### src/rtl/button_debouncer.sv
// Push-button conditioner: two-flop synchroniser, four-state debounce FSM,
// registered level, edge pulses, toggle and wrapping press counter.
module button_debouncer #(
  parameter int DEBOUNCE_CYCLES = 1000000,
  parameter int CNT_W           = 20,
  parameter int PCNT_W          = 8
) (
  input  logic              clk,
  input  logic              rst_n,
  input  logic              btn_in,
  output logic              btn_level,
  output logic              btn_rise,
  output logic              btn_fall,
  output logic              toggle,
  output logic [PCNT_W-1:0] press_cnt
);

  typedef enum logic [1:0] {
    IDLE_LOW,
    WAIT_HIGH,
    IDLE_HIGH,
    WAIT_LOW
  } state_t;

  localparam logic [CNT_W-1:0] CNT_LAST = CNT_W'(DEBOUNCE_CYCLES - 1);

  logic       sync1;
  logic       sync2;
  state_t     state;
  logic [CNT_W-1:0] cnt;

  // btn_in is asynchronous; only sync2 may be observed by the FSM.
  // NOTE: registers are updated with <= so every flop samples pre-edge values.
  always_ff @(posedge clk or negedge rst_n) begin
    if (!rst_n) begin
      sync1 <= 1'b0;
      sync2 <= 1'b0;
    end else begin
      sync1 <= btn_in;
      sync2 <= sync1;
    end
  end

  always_ff @(posedge clk or negedge rst_n) begin
    if (!rst_n) begin
      state     <= IDLE_LOW;
      cnt       <= '0;
      btn_level <= 1'b0;
      btn_rise  <= 1'b0;
      btn_fall  <= 1'b0;
      toggle    <= 1'b0;
      press_cnt <= '0;
    end else begin
      // Pulses are cleared every cycle and only set on the commit edge.
      btn_rise <= 1'b0;
      btn_fall <= 1'b0;
      case (state)
        IDLE_LOW: begin
          if (sync2) begin
            state <= WAIT_HIGH;
            cnt   <= '0;
          end
        end
        WAIT_HIGH: begin
          if (!sync2) begin
            state <= IDLE_LOW;
            cnt   <= '0;
          end else if (cnt == CNT_LAST) begin
            state     <= IDLE_HIGH;
            btn_level <= 1'b1;
            btn_rise  <= 1'b1;
            toggle    <= ~toggle;
            press_cnt <= press_cnt + 1'b1;
          end else begin
            cnt <= cnt + 1'b1;
          end
        end
        IDLE_HIGH: begin
          if (!sync2) begin
            state <= WAIT_LOW;
            cnt   <= '0;
          end
        end
        WAIT_LOW: begin
          if (sync2) begin
            state <= IDLE_HIGH;
            cnt   <= '0;
          end else if (cnt == CNT_LAST) begin
            state     <= IDLE_LOW;
            btn_level <= 1'b0;
            btn_fall  <= 1'b1;
          end else begin
            cnt <= cnt + 1'b1;
          end
        end
        default: state <= IDLE_LOW;
      endcase
    end
  end

endmodule

### config.mk
export PLATFORM = sky130hd
export DESIGN_NAME = button_debouncer
export DESIGN_NICKNAME = d
export VERILOG_FILES = /design/src/rtl/button_debouncer.sv
export SDC_FILE = /design/constraint.sdc
export NUM_CORES = 1
export LEC_CHECK = 0
export BUFFER_PORTS_ARGS = -buffer_cell sky130_fd_sc_hd__buf_2
export CELL_PAD_IN_SITES_DETAIL_PLACEMENT = 1
export CELL_PAD_IN_SITES_GLOBAL_PLACEMENT = 1
export CORE_UTILIZATION = 40
export DETAILED_ROUTE_END_ITERATION = 7
export PLACE_DENSITY = 0.75
export SETUP_SLACK_MARGIN = 0.4
export SLEW_MARGIN = 40
export SYNTH_ARGS = -nofsm -noshare
export SYNTH_HDL_FRONTEND = slang
export SYNTH_SLANG_ARGS = --single-unit
### constraint.sdc
create_clock -name clk -period 2.3 [get_ports clk]
set_clock_uncertainty 0.1 [all_clocks]
set_input_delay 0.345 -clock clk [delete_from_list [all_inputs] [get_ports clk]]
set_output_delay 0.345 -clock clk [all_outputs]
set_load 0.03 [all_outputs]
==> impl_results.md, run 1 <==
- Worst EP required: 2410 ps
- TritonCTS Sinks: 36
- Synthesized area: 1980 sq um
- Vias in the first global route: 1957
- Outcome: complete, no violations
- Synthesized instance count: 197
- Initial antenna violation count: 0
- Top Ports: 15
- Post-synthesis net count: 202
- H-tree Lvls: 2
- CP max FO: 5
- Dpl ws: 52.9 ps
- Number of distinct library cells after synthesis: 52
- Worst path slowest cell: or4_4
- Slew at the pin closest to its max-slew limit: 612 ps
- Final setup fails: 0
- Combinational share of power: 5.9%
- Die area: 5250 sq um
- Slew Limit Fails: 0
- Largest net degree at the start of global routing: 37
- Clk Tree Root Cell: clkbuf_8
- Achievable frequency: 442 MHz
- Initial drt markers: 97
- Kind of critical path: flop to flop
- Final HPWL DP: 3.80 mm
- Leakage: 1.19 nW
- Core Area: 4750 sq um
- Area growth syn-to-layout: 35.8%
- Cell family with most CP delay: simple AND/OR/NAND/NOR gates
- Sequential share of power: 54.6%
- Sw Ratio: 24.0%
- Asr flop ratio synth: 100%
- Num CTS Buffers: 5
- RSZ-0062 raised after global routing: yes
- IO buf count: 14
- Seq/Total Area, Yosys: 45.4%
- Crit. End Element: flop
- CTS tree: yes
- Slew HR: 59.1%
- Chip height: 72.4 um
- Critical Path AT: 2370 ps
- Die width: 72.4 um
- DR vias: 1872
- Hold Crit Class: primary input to flop
- Nets@finish: 240
- Seq. cell area: 903 sq um
- Latest clock arrival within the worst-skew pair: 290 ps
- Final Hold Vio Count: 0
- Total track usage: 25.6%
- Minimum clock period: 2260 ps
- N_diodes: 0
- Period utilization: 98.3%
- # Max-Cap Violations: 0
- Starting Density: 41.7%
- Hold Crit Start: btn_in
- Worst stage delay on the critical path: 630 ps
- IR drop worst, VDD: 366 uV
- First-pass DRT Iterations: 4
- FF+latch count, synth: 36
- Fill count: 518
- Gpl congestion: 0.902
- Buf/Inv on CP: 1
- Most used DFF post-synth: dfrtp_1
- Via-to-Cell Ratio: 6.18
- Average instance area after synthesis: 10.1 sq um
- Share of cells above drive strength 1: 39.0%
- Reg2reg start: cnt[7]$_DFFE_PN0P_
- Cell internal pwr: 0.904 mW
- Worst Setup Start Kind: flop
- Setup ws final: 38.4 ps
- First-pass GRT wire length: 10.0 mm
- Row cnt: 25
- Crit path from: cnt[7]$_DFFE_PN0P_
- Clock network power share: 39.5%
- PD cells: 442 nW/um^2
- Drt wl/cell: 20.1 um
- Setup TNS: 0 ps
- Max clock buf depth: 2
- Multi-input gate area: 1280 sq um
- CP Cell Sequence: or4b_4 -> or4_4 -> buf_4 -> nor4_4 -> xor2_1
- Final ANT Viol Nets: 0
- NetSw: 0.286 mW
- EDFF count, synth: 0
- GRT Residual Overflow: 0
- Synthesis Warnings: 0
- DR DRC count: 0
- Fin util: 56.7%
- Clock transition at path regs: 70 ps
- WL final: 6.10 mm
## cells by family (layout without fill, tap and decap cells)
group,after synthesis,in the layout,share of synthesized area [%]
buf+inv,13,51,2.90
compound gates,44,44,15.1
simple gates,89,90,28.6
xor+xnor,11,11,5.55
mux,2,2,1.13
fa+ha+maj,2,2,1.26
flops,36,36,45.4
## cell usage after synthesis (all sizes together), types with 2 or more instances
master | n | area, sq um
a2111oi | 2 | 17.5
and2 | 6 | 37.5
nand2 | 17 | 63.8
nand4 | 11 | 68.8
or3 | 3 | 18.8
xor2 | 7 | 61.3
a21o | 2 | 15.0
nor2 | 6 | 22.5
xnor2 | 3 | 26.3
o311ai | 2 | 17.5
a21oi | 9 | 45.0
o211ai | 2 | 15.0
nand2b | 2 | 12.5
nor3 | 3 | 15.0
and4 | 4 | 36.3
a22o | 3 | 27.5
a22oi | 2 | 15.0
and3 | 3 | 18.8
nor4 | 6 | 83.8
o21ai | 10 | 50.1
mux2 | 2 | 22.5
dfrtp | 36 | 901
buf | 3 | 20.0
nand3b | 2 | 15.0
o31ai | 2 | 15.0
inv | 4 | 15.0
a31o | 2 | 17.5
nor2b | 2 | 12.5
or4 | 8 | 67.6
nand3 | 12 | 60.1
ha | 2 | 25.0
clkbuf | 6 | 22.5
## flip-flops by register name, summed over array words and instances, names as in the netlist, named ones only
signal / flops
btn_fall: 1
btn_level: 1
btn_rise: 1
cnt: 20
press_cnt: 8
state: 1
sync1: 1
sync2: 1
toggle: 1
## metal layers
metal / GRT usage, % / vias to the layer above / share of wire, %
li1: - / 830 / -
met1: 32.7 / 976 / 42
met2: 40.6 / 48 / 51
met3: 5.14 / 18 / 3.7
met4: 14.6 / 0 / 3.3
met5: 0 / - / 0
## power by group through the flow
stage | Sequential, mW | Combinational, mW | Clock, mW
2_1_floorplan | 0.656 | 0.0346 | 0
3_3_place_gp | 0.660 | 0.0586 | 0
3_5_place_dp | 0.660 | 0.0616 | 0
4_1_cts | 0.649 | 0.0643 | 0.486
5_1_grt | 0.652 | 0.0776 | 0.499
6_report | 0.650 | 0.0699 | 0.470
## metrics by stage
stage / cells / hold slack (ps) / instance area, sq um / total power [mW]
finish: 303 / 62.4 / 2700 / 1.19
global route: 303 / 51.0 / 2700 / 1.23
CTS: 297 / 50.8 / 2540 / 1.20
detailed placement: 279 / 236 / 2250 / 0.722
global placement: 279 / 244 / 2250 / 0.718
floorplan: 197 / -50.6 / 2060 / 0.691
## cell usage in the layout (no fill, tap or decap), types with 5 or more instances in the layout
master     n
o21ai_0    6
nand2_1   15
clkbuf_8   6
buf_4     14
and2_1     5
or4_4      5
buf_2     13
nand4_1   11
buf_6      8
dfrtp_1   34
nor4_4     6
xor2_1     7
a21oi_1    6
nor2_1     6
nand3_1    7
## layout make-up
cell class	count	area share (%)
Clock buffer	8	3.34
Multi-Input combinational cell	149	47.4
Sequential cell	36	33.5
Tap cell	67	3.11
Inverter	4	0.557
Timing Repair Buffer	39	12.1
## timing repair
item	CTS	global route
pin swaps	10	11
setup endpoints to repair	28	29
hold endpoints to repair	0	36
hold buffers	0	1
setup buffers	9	5
resized for setup	25	22
gates cloned	1	0
## worst paths after layout
check | endpoint | slack, ps | depth (start not counted)
hold reg to reg | sync2$_DFF_PN0_ | 260 | 0
setup / recovery | press_cnt[4]$_DFFE_PN0P_ | 40 | 5
setup reg to reg | press_cnt[4]$_DFFE_PN0P_ | 40 | 5
hold / removal | sync1$_DFF_PN0_ | 60 | 1
max in group asynchronous | cnt[0]$_DFFE_PN0P_ | 1290 | 2
min in group asynchronous | cnt[15]$_DFFE_PN0P_ | 450 | 2
Power figures use the tool's default switching activity.
==> run 2, diff against run 1 <==
- GPL_TIMING_DRIVEN: not set -> 0
==> run 2 against run 1 <==
  * The run now ends with negative setup slack left
  * First-iteration DRC count increased by 63%
  * Sequential power decreased by 0.9%
  * Utilization increased by 1.6 points
  * Cell count increased by 2.0%
  * Maximum frequency decreased by 1.7%
  * Die area unchanged
  * Routed wire length increased by 6.4%
  * Critical path depth increased by 1
  * Register-to-register slack got worse by 40 ps
  * Largest cell class unchanged
  * Largest power group unchanged
==> impl_results.md, run 2 (same netlist as run 1, synthesis figures left out) <==
- First-pass GRT wire length: 10.8 mm
- Row cnt: 25
- Area growth syn-to-layout: 39.6%
- N_diodes: 0
- Worst stage delay on the critical path: 590 ps
- IR drop worst, VDD: 326 uV
- Num CTS Buffers: 5
- GRT Residual Overflow: 0
- Outcome: finished, violations left
- IO buf count: 14
- Clk Tree Root Cell: clkbuf_8
- Slew HR: 51.4%
- Nets@finish: 246
- Cell internal pwr: 0.909 mW
- Most frequent cells in the layout: 32 x dfrtp_1, 17 x nand2_1, 13 x buf_2
- Worst Setup Start Kind: flop
- Gpl congestion: 0.802
- Latest clock arrival within the worst-skew pair: 290 ps
- Share of cells above drive strength 1: 39.7%
- Core Area: 4750 sq um
- TritonCTS Sinks: 36
- Reg with most FFs: cnt
- Starting Density: 41.7%
- CTS tree: yes
- Setup TNS: -0.435 ps
- Fill count: 531
- Largest net degree at the start of global routing: 37
- Total power: 1.20 mW
- Final HPWL DP: 3.81 mm
- Minimum clock period: 2300 ps
- Die width: 72.4 um
- Vias in the first global route: 2015
- NetSw: 0.291 mW
- Seq. cell area: 906 sq um
- Fin util: 58.3%
- # Max-Cap Violations: 0
- Total track usage: 27.6%
- Failing checks: negative setup slack
- Initial antenna violation count: 0
- Achievable frequency: 435 MHz
- Sequential share of power: 53.7%
- Slew Limit Fails: 0
- Chip height: 72.4 um
- Period utilization: 100%
- Max clock buf depth: 2
- Worst EP required: 2350 ps
- Kind of critical path: flop to flop
- Sw Ratio: 24.3%
- Final setup fails: 1
- Setup ws final: -0.435 ps
- CP max FO: 5
- WL final: 6.49 mm
- DR DRC count: 0
- Hold_ws: 59.5 ps
- DP Cell Count: 278
- CP Cell Sequence: or4_4 -> or4_4 -> buf_4 -> buf_16 -> nand4_1 -> a21oi_1
- Leakage: 1.24 nW
- Most used cell, CP: or4_4
- Initial drt markers: 158
- Largest register FFs: 20
- H-tree Lvls: 2
- Hold Crit Class: primary input to flop
- DR vias: 1838
- Via-to-Cell Ratio: 5.95
- Layout Cells excl Fill: 309
- Multi-input gate area: 1280 sq um
- Top Registers: cnt: 20 flops, press_cnt: 8 flops
- Clock transition at path regs: 70 ps
- RSZ-0062 raised after global routing: yes
- Commonest non-fill, non-tap cell in the layout: dfrtp_1
- Crit. End Element: flop
- Worst path slowest cell: or4_4
- Critical Path AT: 2350 ps
- Final ANT Viol Nets: 0
- Drt wl/cell: 21.0 um
- PD cells: 433 nW/um^2
- Top Ports: 15
- Combinational share of power: 6.9%
- Die area: 5250 sq um
- Final Hold Vio Count: 0
- Clock network power share: 39.4%
- Slew at the pin closest to its max-slew limit: 726 ps
- First-pass DRT Iterations: 4
[run 2: worst max-delay path: cells and delay by family (launching register included)]
kind                   cells  cell delay, ps
AO/OA/AOI/OAI              1              90
AND/OR/NAND/NOR            3            1260
flip-flops                 1             400
buffers and inverters      2             310
[run 2: routing by layer]
metal | share of wire (%) | up-vias | wire [um] | GRT usage (%)
li1 | - | 836 | - | -
met1 | 41 | 947 | 2690 | 34.8
met2 | 54 | 43 | 3500 | 48.5
met3 | 3.0 | 12 | 193 | 4.03
met4 | 1.7 | 0 | 112 | 8.93
met5 | 0 | - | 0 | 0
[run 2: area by class of cell]
class / count / share of cell area [%]
multi-input cells: 148 / 46.1
clock buffers: 8 / 3.25
plain buffers: 9 / 2.62
well taps: 67 / 3.03
flip-flops and latches: 36 / 32.7
repair buffers: 37 / 11.7
inverters: 4 / 0.542
[run 2: per-stage QoR]
step                setup slack [ps]  area [sq um]
floorplan                       95.2          2060
global placement                -135          2210
detailed placement              -190          2210
CTS                             47.1          2620
global route                   -41.5          2770
finish                        -0.435          2770
[run 2: final timing paths]
| path | startpoint | to | slack, ps | cells past startpoint |
|---|---|---|---|---|
| max reg2reg | cnt[13]$_DFFE_PN0P_ | cnt[10]$_DFFE_PN0P_ | -0.4 | 6 |
| max in group asynchronous | rst_n | cnt[0]$_DFFE_PN0P_ | 1290 | 2 |
| min reg2reg | sync1$_DFF_PN0_ | sync2$_DFF_PN0_ | 270 | 0 |
| min in group asynchronous | rst_n | cnt[15]$_DFFE_PN0P_ | 460 | 2 |
| max | cnt[13]$_DFFE_PN0P_ | cnt[10]$_DFFE_PN0P_ | -0.4 | 6 |
| min | btn_in | sync1$_DFF_PN0_ | 60 | 1 |
[run 2: timing repair]
item                       in CTS  in global routing
gates resized for setup        36                 24
buffers inserted               18                  2
hold buffers                    0                  1
hold endpoints to repair        0                 36
gates cloned                    2                  0
pin swaps                      14                 16
setup endpoints to repair      29                 32
[run 2: power by group through the flow]
| stage | combinational (mW) | clock (mW) | sequential, mW |
|---|---|---|---|
| floorplan | 0.0346 | 0 | 0.656 |
| global placement | 0.0591 | 0 | 0.657 |
| detailed placement | 0.0626 | 0 | 0.658 |
| CTS | 0.0739 | 0.484 | 0.643 |
| global route | 0.0920 | 0.509 | 0.645 |
| finish | 0.0833 | 0.472 | 0.644 |
==> run 3, diff against run 2 <==
- BUFFER_PORTS_ARGS: -buffer_cell sky130_fd_sc_hd__buf_2 -> -buffer_cell sky130_fd_sc_hd__buf_4
==> run 3 against run 2 <==
  * The flow now finishes without violations
  * Via count decreased by 2.9%
  * Hold slack got worse by 1.4 ps
  * Utilization decreased by 2.3 points
  * Count of clock-buffer cells in the layout unchanged
  * Critical path depth increased by 1
  * Non-clock buffer count decreased by 7
  * Combinational power decreased by 14%
  * Maximum frequency increased by 2.3%
  * Power decreased by 0.15%
  * First-iteration DRC count decreased by 31%
  * Sequential power about the same
  * Die area unchanged
  * Critical endpoint is now cnt[3]$_DFFE_PN0P_
  * Largest cell class unchanged
  * Highest routed layer unchanged
==> impl_results.md, run 3 (same netlist as run 1, synthesis figures left out) <==
- Drt wl/cell: 19.4 um
- Outcome: complete, no violations
- H-tree Lvls: 2
- Reg with most FFs: cnt
- Most frequent cells in the layout: 31 x dfrtp_1, 23 x buf_4, 17 x nand2_1
- Clk Tree Root Cell: clkbuf_8
- Reg-to-reg setup timing slack: 50 ps
- Latest clock arrival within the worst-skew pair: 300 ps
- Max clock buf depth: 2
- Most used cell, CP: buf_6
- Die area: 5250 sq um
- RSZ-0062 raised after global routing: yes
- Minimum clock period: 2250 ps
- Worst stage delay on the critical path: 550 ps
- Slew at the pin closest to its max-slew limit: 685 ps
- Critical Path AT: 2330 ps
- Row cnt: 25
- Nets@finish: 239
- Via-to-Cell Ratio: 5.91
- Crit. End Element: flop
- Post-Place Cell Area: 2250 sq um
- Chip height: 72.4 um
- Worst path slowest cell: or4_4
- Worst Setup Start Kind: flop
- CP max FO: 7
- DP Cell Count: 278
- Leakage: 1.18 nW
- Num CTS Buffers: 5
- GRT Residual Overflow: 0
- CP Cell Sequence: or4_4 -> buf_6 -> nor4_4 -> buf_6 -> buf_6 -> a2111oi_2 -> a31o_2
- WL final: 5.84 mm
- Total power: 1.20 mW
- Commonest non-fill, non-tap cell in the layout: dfrtp_1
- PD cells: 451 nW/um^2
- Layout Cells excl Fill: 302
- First-pass GRT wire length: 9.89 mm
- Largest register FFs: 20
- Final ANT Viol Nets: 0
- Design Area, Final: 2660 sq um
- Area growth syn-to-layout: 34.0%
- Core Area: 4750 sq um
- Setup TNS: 0 ps
- IO buf count: 14
- Achievable frequency: 445 MHz
- N_diodes: 0
- Period utilization: 97.8%
- IR drop worst, VDD: 278 uV
- Top Ports: 15
- Die width: 72.4 um
- Final Hold Vio Count: 0
- Initial drt markers: 109
- Vias in the first global route: 1973
- Starting Density: 41.7%
- DR DRC count: 0
- Share of cells above drive strength 1: 36.2%
- First-pass DRT Iterations: 4
- Top Registers: cnt: 20 flops, press_cnt: 8 flops
- Slew HR: 54.2%
- # Max-Cap Violations: 0
- Dpl ws: -209 ps
- Hold_ws: 58.0 ps
- Clock transition at path regs: 80 ps
- Gpl congestion: 0.807
- Fill count: 534
- Final setup fails: 0
- Slew Limit Fails: 0
- Total track usage: 25.4%
- Initial antenna violation count: 0
- DR vias: 1785
- Hold Crit Class: primary input to flop
- Kind of critical path: flop to flop
- Worst EP required: 2380 ps
- Fin util: 55.9%
- Final HPWL DP: 3.87 mm
- CTS tree: yes
- Setup ws final: 51.7 ps
- Largest net degree at the start of global routing: 37
- TritonCTS Sinks: 36
[run 3: cell count changes in the layout (fill, tap and decap cells not counted), sizes merged]
cell	change
buf	-7
[run 3: cell type report]
cell class | instances | area [sq um] | share of cell area [%]
Multi-Input combinational cell | 148 | 1220 | 45.8
Sequential cell | 36 | 907 | 34.1
Timing Repair Buffer | 30 | 275 | 10.4
Clock buffer | 8 | 90.1 | 3.39
Tap cell | 67 | 83.8 | 3.15
Buffer | 9 | 70.1 | 2.64
Inverter | 4 | 15.0 | 0.565
[run 3: per-layer routing]
layer  wire (um)  vias to the layer above  track usage (%)
met3         156                       11             4.44
met1        2570                      927             31.2
met2        3000                       29             43.4
met4         120                        0             11.5
li1            -                      818                -
met5           0                        -                0
[run 3: path summary, 6_finish.rpt]
check / cells after the start / startpoint / endpoint
min in group asynchronous: 2 / rst_n / cnt[15]$_DFFE_PN0P_
hold / removal: 1 / btn_in / sync1$_DFF_PN0_
max in group asynchronous: 2 / rst_n / cnt[0]$_DFFE_PN0P_
setup reg to reg: 7 / cnt[12]$_DFFE_PN0P_ / cnt[3]$_DFFE_PN0P_
setup / recovery: 7 / cnt[12]$_DFFE_PN0P_ / cnt[3]$_DFFE_PN0P_
hold reg to reg: 0 / sync1$_DFF_PN0_ / sync2$_DFF_PN0_
[run 3: critical path, delay by kind of cell, from the launching register on]
family / cells / cell delay [ps]
DFF: 1 / 410
AOI/OAI and AO/OA: 2 / 290
and+or+nand+nor: 2 / 840
buffers and inverters: 3 / 500
[run 3: power breakdown]
group          total [mW]  switching (mW)  internal, mW
registers           0.646         0.00784         0.638
logic              0.0716          0.0498        0.0218
clock network       0.480           0.236         0.245
[run 3: repair_timing]
item                                   CTS  global route
hold buffers                             1             0
endpoints found under the hold margin   36             0
pin swaps                               12            12
setup buffers                           11             3
resized for setup                       30            17
cloned                                   1             0
setup endpoints to repair               30            33
